**src/rtl/pipe_stage_chain.sv**
```systemverilog
// Chain of STAGES valid/allow registers with result capture, masked flush and two-port register bypass.
// Latency STAGES cycles, 1/cycle; stall at stage k back-pressures stages 0..k combinationally, stages above drain.
module pipe_stage_chain #(
    parameter int STAGES = 4,
    parameter int DATA_W = 64,
    parameter int TAG_W  = 5,
    parameter int RES_W  = 32
) (
    input  logic                    clk,
    input  logic                    reset,
    input  logic                    in_valid,
    output logic                    in_allow,
    input  logic [DATA_W-1:0]       in_data,
    input  logic [TAG_W-1:0]        in_wtag,
    input  logic                    in_wen,
    input  logic [STAGES-1:0]       stage_stall,
    input  logic [STAGES-1:0]       flush_mask,
    input  logic [STAGES-1:0]       res_ready,
    input  logic [STAGES*RES_W-1:0] res_data,
    input  logic [TAG_W-1:0]        rtag0,
    input  logic [TAG_W-1:0]        rtag1,
    output logic                    fwd_hit0,
    output logic                    fwd_hit1,
    output logic [RES_W-1:0]        fwd_data0,
    output logic [RES_W-1:0]        fwd_data1,
    output logic                    fwd_stall,
    output logic                    out_valid,
    input  logic                    out_allow,
    output logic [DATA_W-1:0]       out_data,
    output logic [TAG_W-1:0]        out_wtag,
    output logic                    out_wen,
    output logic [RES_W-1:0]        out_res,
    output logic [STAGES-1:0]       debug_stage_valid
);

    typedef struct packed {
        logic [DATA_W-1:0] data;
        logic [TAG_W-1:0]  wtag;
        logic              wen;
    } entry_t;

    logic [STAGES-1:0] valid;
    logic [STAGES-1:0] rvld;
    logic [STAGES-1:0] allow;
    logic [STAGES-1:0] ready_go;
    logic [STAGES-1:0] eff_rvld;
    logic [STAGES-1:0] ld_valid;
    logic [STAGES-1:0] ld_rvld;
    entry_t            ent     [STAGES];
    entry_t            ld_ent  [STAGES];
    logic [RES_W-1:0]  res     [STAGES];
    logic [RES_W-1:0]  eff_res [STAGES];
    logic [RES_W-1:0]  ld_res  [STAGES];
    logic              unres0;
    logic              unres1;

    assign ready_go = ~stage_stall;

    // allow ripples from the output back to stage 0 within the cycle
    always_comb begin
        logic a;
        a = out_allow;
        allow = '0;
        for (int k = STAGES - 1; k >= 0; k--) begin
            a = ~valid[k] | (ready_go[k] & a);
            allow[k] = a;
        end
    end

    // a result arriving this cycle is usable immediately and travels with the entry
    always_comb begin
        for (int k = 0; k < STAGES; k++) begin
            eff_rvld[k] = rvld[k] | res_ready[k];
            eff_res[k]  = rvld[k] ? res[k] : res_data[k*RES_W +: RES_W];
        end
    end

    always_comb begin
        ld_valid[0] = in_valid;
        ld_ent[0]   = '{data: in_data, wtag: in_wtag, wen: in_wen};
        ld_res[0]   = '0;
        ld_rvld[0]  = 1'b0;
        for (int k = 1; k < STAGES; k++) begin
            ld_valid[k] = valid[k-1] & ready_go[k-1];
            ld_ent[k]   = ent[k-1];
            ld_res[k]   = eff_res[k-1];
            ld_rvld[k]  = eff_rvld[k-1];
        end
    end

    always_ff @(posedge clk) begin
        for (int k = 0; k < STAGES; k++) begin
            if (allow[k]) begin
                ent[k] <= ld_ent[k];
                res[k] <= ld_res[k];
            end else if (valid[k] & ~rvld[k] & res_ready[k]) begin
                res[k] <= res_data[k*RES_W +: RES_W];
            end
        end
    end

    always_ff @(posedge clk) begin
        if (reset) begin
            valid <= '0;
            rvld  <= '0;
        end else begin
            for (int k = 0; k < STAGES; k++) begin
                if (allow[k]) begin
                    valid[k] <= ld_valid[k] & ~flush_mask[k];
                    rvld[k]  <= ld_rvld[k];
                end else begin
                    valid[k] <= valid[k] & ~flush_mask[k];
                    rvld[k]  <= rvld[k] | (valid[k] & res_ready[k]);
                end
            end
        end
    end

    // scan oldest to youngest so the youngest matching writer wins
    always_comb begin
        fwd_hit0  = 1'b0;
        fwd_hit1  = 1'b0;
        fwd_data0 = '0;
        fwd_data1 = '0;
        unres0    = 1'b0;
        unres1    = 1'b0;
        for (int k = STAGES - 1; k >= 0; k--) begin
            if (valid[k] && ent[k].wen && ent[k].wtag == rtag0 && rtag0 != '0) begin
                fwd_hit0  = 1'b1;
                fwd_data0 = eff_rvld[k] ? eff_res[k] : '0;
                unres0    = ~eff_rvld[k];
            end
            if (valid[k] && ent[k].wen && ent[k].wtag == rtag1 && rtag1 != '0) begin
                fwd_hit1  = 1'b1;
                fwd_data1 = eff_rvld[k] ? eff_res[k] : '0;
                unres1    = ~eff_rvld[k];
            end
        end
    end

    assign fwd_stall         = unres0 | unres1;
    assign in_allow          = allow[0];
    assign out_valid         = valid[STAGES-1];
    assign out_data          = ent[STAGES-1].data;
    assign out_wtag          = ent[STAGES-1].wtag;
    assign out_wen           = valid[STAGES-1] & ent[STAGES-1].wen;
    assign out_res           = eff_res[STAGES-1];
    assign debug_stage_valid = valid;

endmodule

```
**config.mk**
```make
export PLATFORM = sky130hd
export DESIGN_NAME = pipe_stage_chain
export DESIGN_NICKNAME = d
export VERILOG_FILES = /design/src/rtl/pipe_stage_chain.sv
export SDC_FILE = /design/constraint.sdc
export NUM_CORES = 1
export LEC_CHECK = 0
export BUFFER_PORTS_ARGS = -buffer_cell sky130_fd_sc_hd__buf_2
export CAP_MARGIN = 20
export CORE_MARGIN = 4
export CORE_UTILIZATION = 50
export DETAILED_ROUTE_END_ITERATION = 8
export GPL_TIMING_DRIVEN = 0
export PLACE_DENSITY = 0.76
export REMOVE_ABC_BUFFERS = 1
export SETUP_SLACK_MARGIN = 0.3
export SLEW_MARGIN = 20
export SYNTH_ARGS = -nofsm -noshare
export SYNTH_HDL_FRONTEND = slang
export SYNTH_SLANG_ARGS = --single-unit
```
**constraint.sdc**
```tcl
create_clock -name clk -period 17.69 [get_ports clk]
set_input_delay 0 -clock clk [delete_from_list [all_inputs] [get_ports clk]]
set_output_delay 0 -clock clk [all_outputs]
set_load 0.02 [all_outputs]
```
==> flow_metrics.py <==
metrics = {
    "grt": {
        "grt_pass1_vias": 15223,
        "grt_pass1_wl_mm": 92.1,
        "grt_overflow": 0,
        "grt_use_total_pct": 29.6,
        "antenna_found_initial": 4,
        "grt_max_degree": 58,
    },
    "placement": {
        "post_dp_cell_area_sq_um": 21200,
        "place_congestion": 0.821,
        "dpl.hpwl_mm": 38.6,
        "dp_cells": 1985,
        "port_buffers": 398,
    },
    "setup_path": {
        "cp-startpoint": "debug_stage_valid[0]",
        "r2r-end": "res[0][29]",
        "endpoint_kind": "output port",
        "cp.required_ns": 17.69,
        "reg2reg_slack_ns": 14.35,
        "path_class": "register to output port",
        "cp.arrival_ns": 3.77,
        "critPathMaxFanout": 22,
        "cpPeakStageDelay_ns": 0.73,
        "crit_end": "fwd_data1[27]",
        "rr_worst_depth": 7,
        "critical_path.slowest_cell": "nor4_4",
        "r2r-start": "debug_stage_valid[3]",
        "path_cells": "nand2_1, a221o_1, nor4_4, or2_2, buf_16, a221oi_1, a221oi_2, buf_2",
        "critical_path.startpoint_type": "register",
    },
    "floorplan": {
        "die_h_um": 201,
        "io_pins": 399,
        "core-area_sq_um": 36600,
        "initial_core_util_pct": 50.6,
        "die_area_sq_um": 40200,
        "die_w_um": 201,
        "rows": 70,
    },
    "routing": {
        "route.met3.wl_mm": 6.39,
        "drt_wl_total_mm": 61.7,
        "drc_errors": 0,
        "first_pass_iters": 7,
        "drtIter0Drc": 1348,
        "ant_nets": 0,
        "post_drt_via_cell_ratio": 6.22,
        "drt-wirelength-per-cell_um": 26.6,
        "highest_layer": "met4",
        "via_count": 14436,
        "wl_met2_mm": 29.7,
        "met1_length_mm": 22.4,
    },
    "timing": {
        "finalCriticalPeriod_ns": 3.77,
        "finalSetupTns_ns": 0,
        "hold_viol_final": 0,
        "worst_pin_slew_ns": 0.802,
        "finalSetupViolations": 0,
        "slew_violations": 0,
        "rsz0062_at_grt": "false",
        "maxSlewHeadroom_pct": 46.1,
        "finalCritPeriodShare_pct": 21.3,
        "fmax_mhz": 265,
        "fin_skew_ns": 0.0180,
    },
    "cells_and_area": {
        "fin_nets": 2039,
        "areaGrowthSynthToFinish_pct": 35.5,
        "fillers": 2403,
        "final_area_sq_um": 25100,
        "fin_cells": 2321,
        "final_common_cell": "edfxtp_1",
        "layout_common_cells": "408 x edfxtp_1, 398 x buf_2, 251 x dlygate4sd3_1",
        "drive_above_1_share_pct": 36.1,
        "multiInputGateArea_sq_um": 5300,
        "seq_area_sq_um": 12400,
        "fin_util_pct": 68.6,
    },
    "cts": {
        "cts-root-buf": "clkbuf_16",
        "clk_latency_ns": 0.59,
        "numCtsBuffers": 45,
        "cts_buffer_depth": 3,
        "clock_sinks": 416,
        "h-tree-depth": 2,
        "cts_resized": 0,
        "cts.clk_slew.worst_paths_ns": 0.06,
        "cts_tree": "done",
    },
    "pwr": {
        "power_density_nw_per_um2": 92.2,
        "pwr-share-comb_pct": 10.2,
        "p_sw_uw": 550,
        "power_mw": 2.32,
        "netSwitchingFraction_pct": 23.8,
        "leakage_nw": 9.94,
        "ir_worst_vdd_uv": 95.6,
        "intPower_mw": 1.77,
        "pwr-share-clk_pct": 38.9,
        "power_frac_seq_pct": 50.9,
    },
    "synth": {
        "ys_seq_elements": 416,
        "synth_edf_count": 408,
        "async_flop_share_pct": 0,
        "ys_warn_count": 0,
        "synth_area_leaders": "edfxtp_1 66%, mux2_2 5.8%, a221oi_1 4.7%",
        "syn_inst": 1229,
        "synth_area_sq_um": 18500,
        "yosys.area.top_type": "edfxtp_1",
        "ys.flop_type": "edfxtp_1",
        "ys_seq_area_share_pct": 67.0,
        "synth.avg_cell_area_sq_um": 15.1,
        "synth_cell_types": 49,
        "synth_top_area_share_pct": 66.1,
    },
    "outcome": {
        "outcome": "complete, no violations",
    },
    "worst_hold_path": {
        "hp-class": "input pin to register",
    },
    "flow_run": {
        "cap_violations": 0,
    },
}
## final cells by class
cell class | count | area share [%]
clock inverters | 25 | 0.912
clock buffers | 54 | 4.62
repair buffers | 699 | 21.3
multi-input cells | 641 | 21.1
diodes | 6 | 0.0598
well taps | 468 | 2.33
inverters | 12 | 0.199
flip-flops and latches | 416 | 49.5
## worst min path at each step
stage                     slack, ns           from                    to  depth (start not counted)
final                          0.13    in_data[47]            ent[0][53]                          2
after floorplan                0.07  flush_mask[0]  debug_stage_valid[0]                          1
after detailed placement       0.16  flush_mask[0]  debug_stage_valid[0]                          2
after global routing           0.12    in_data[21]            ent[0][27]                          2
after CTS                      0.09     in_data[6]            ent[0][12]                          2
after global placement         0.16  flush_mask[0]  debug_stage_valid[0]                          2
## registers in the layout, summed over array words and instances, names as in the netlist
signal / cells
rvld: 4
res: 128
ent: 280
debug_stage_valid: 4
## power by group through the flow
stage / combinational [mW] / clock (mW) / sequential (mW)
6_report: 0.235 / 0.901 / 1.18
5_1_grt: 0.247 / 0.953 / 1.18
4_1_cts: 0.227 / 0.903 / 1.18
3_5_place_dp: 0.178 / 0 / 1.20
3_3_place_gp: 0.161 / 0 / 1.20
2_1_floorplan: 0.0793 / 0 / 1.21
## layer usage
layer | vias up | GRT usage [%]
li1 | 6019 | -
met1 | 7044 | 36.3
met2 | 1104 | 48.7
met3 | 269 | 7.71
met4 | 0 | 15.2
met5 | - | 0
## timing repair
item                                    4_1_cts  5_1_grt
hold buffers                                251        0
endpoints found under the setup margin        0        0
endpoints found under the hold margin       216        0
setup buffers                                 0        0
## cells by family (layout without fill, tap and decap cells)
kind of cell              Yosys count  count (layout)  synth area share (%)
AOI/OAI and AO/OA                 285             285                  12.5
other                               0               6                     0
xor gates and xnor gates           34              34                  1.61
DFF                               416             416                  67.0
and+or+nand+nor                   162             162                  4.59
buffers and inverters             172             790                  5.09
muxes                             160             160                  9.29
## synth_stat cells, types with 2 or more instances
cell type  number
edfxtp_1      408
a221oi_1       99
mux2_2         96
buf_4          73
a22oi_1        65
clkbuf_1       65
mux2i_1        64
nor2_1         44
nand2_1        43
a21oi_1        39
and2_1         34
o21ai_0        34
a221oi_2       29
buf_2          19
xnor2_1        18
xor2_1         16
inv_1          10
dfxtp_1         8
nor3_1          8
a211oi_1        6
nand4_1         5
nand2b_1        4
nand3_1         4
nor2b_1         4
buf_1           3
nand3b_1        3
a221o_1         2
inv_2           2
nor3b_2         2
nor4_1          2
o221ai_1        2
## worst max-delay path, delay by kind of cell (launching register included)
family | cells | cell delay [ns]
flops | 1 | 0.51
simple gates | 3 | 1.44
compound gates | 3 | 0.73
buf+inv | 2 | 0.48
## per-stage QoR
stage | hold WS, ns | worst slack [ns]
after floorplan | 0.0728 | 9.08
after global placement | 0.164 | 4.90
after detailed placement | 0.163 | 14.36
after CTS | 0.0921 | 14.01
after global routing | 0.120 | 13.86
final | 0.125 | 13.92
Note: power is estimated with default switching activity, not from simulation.
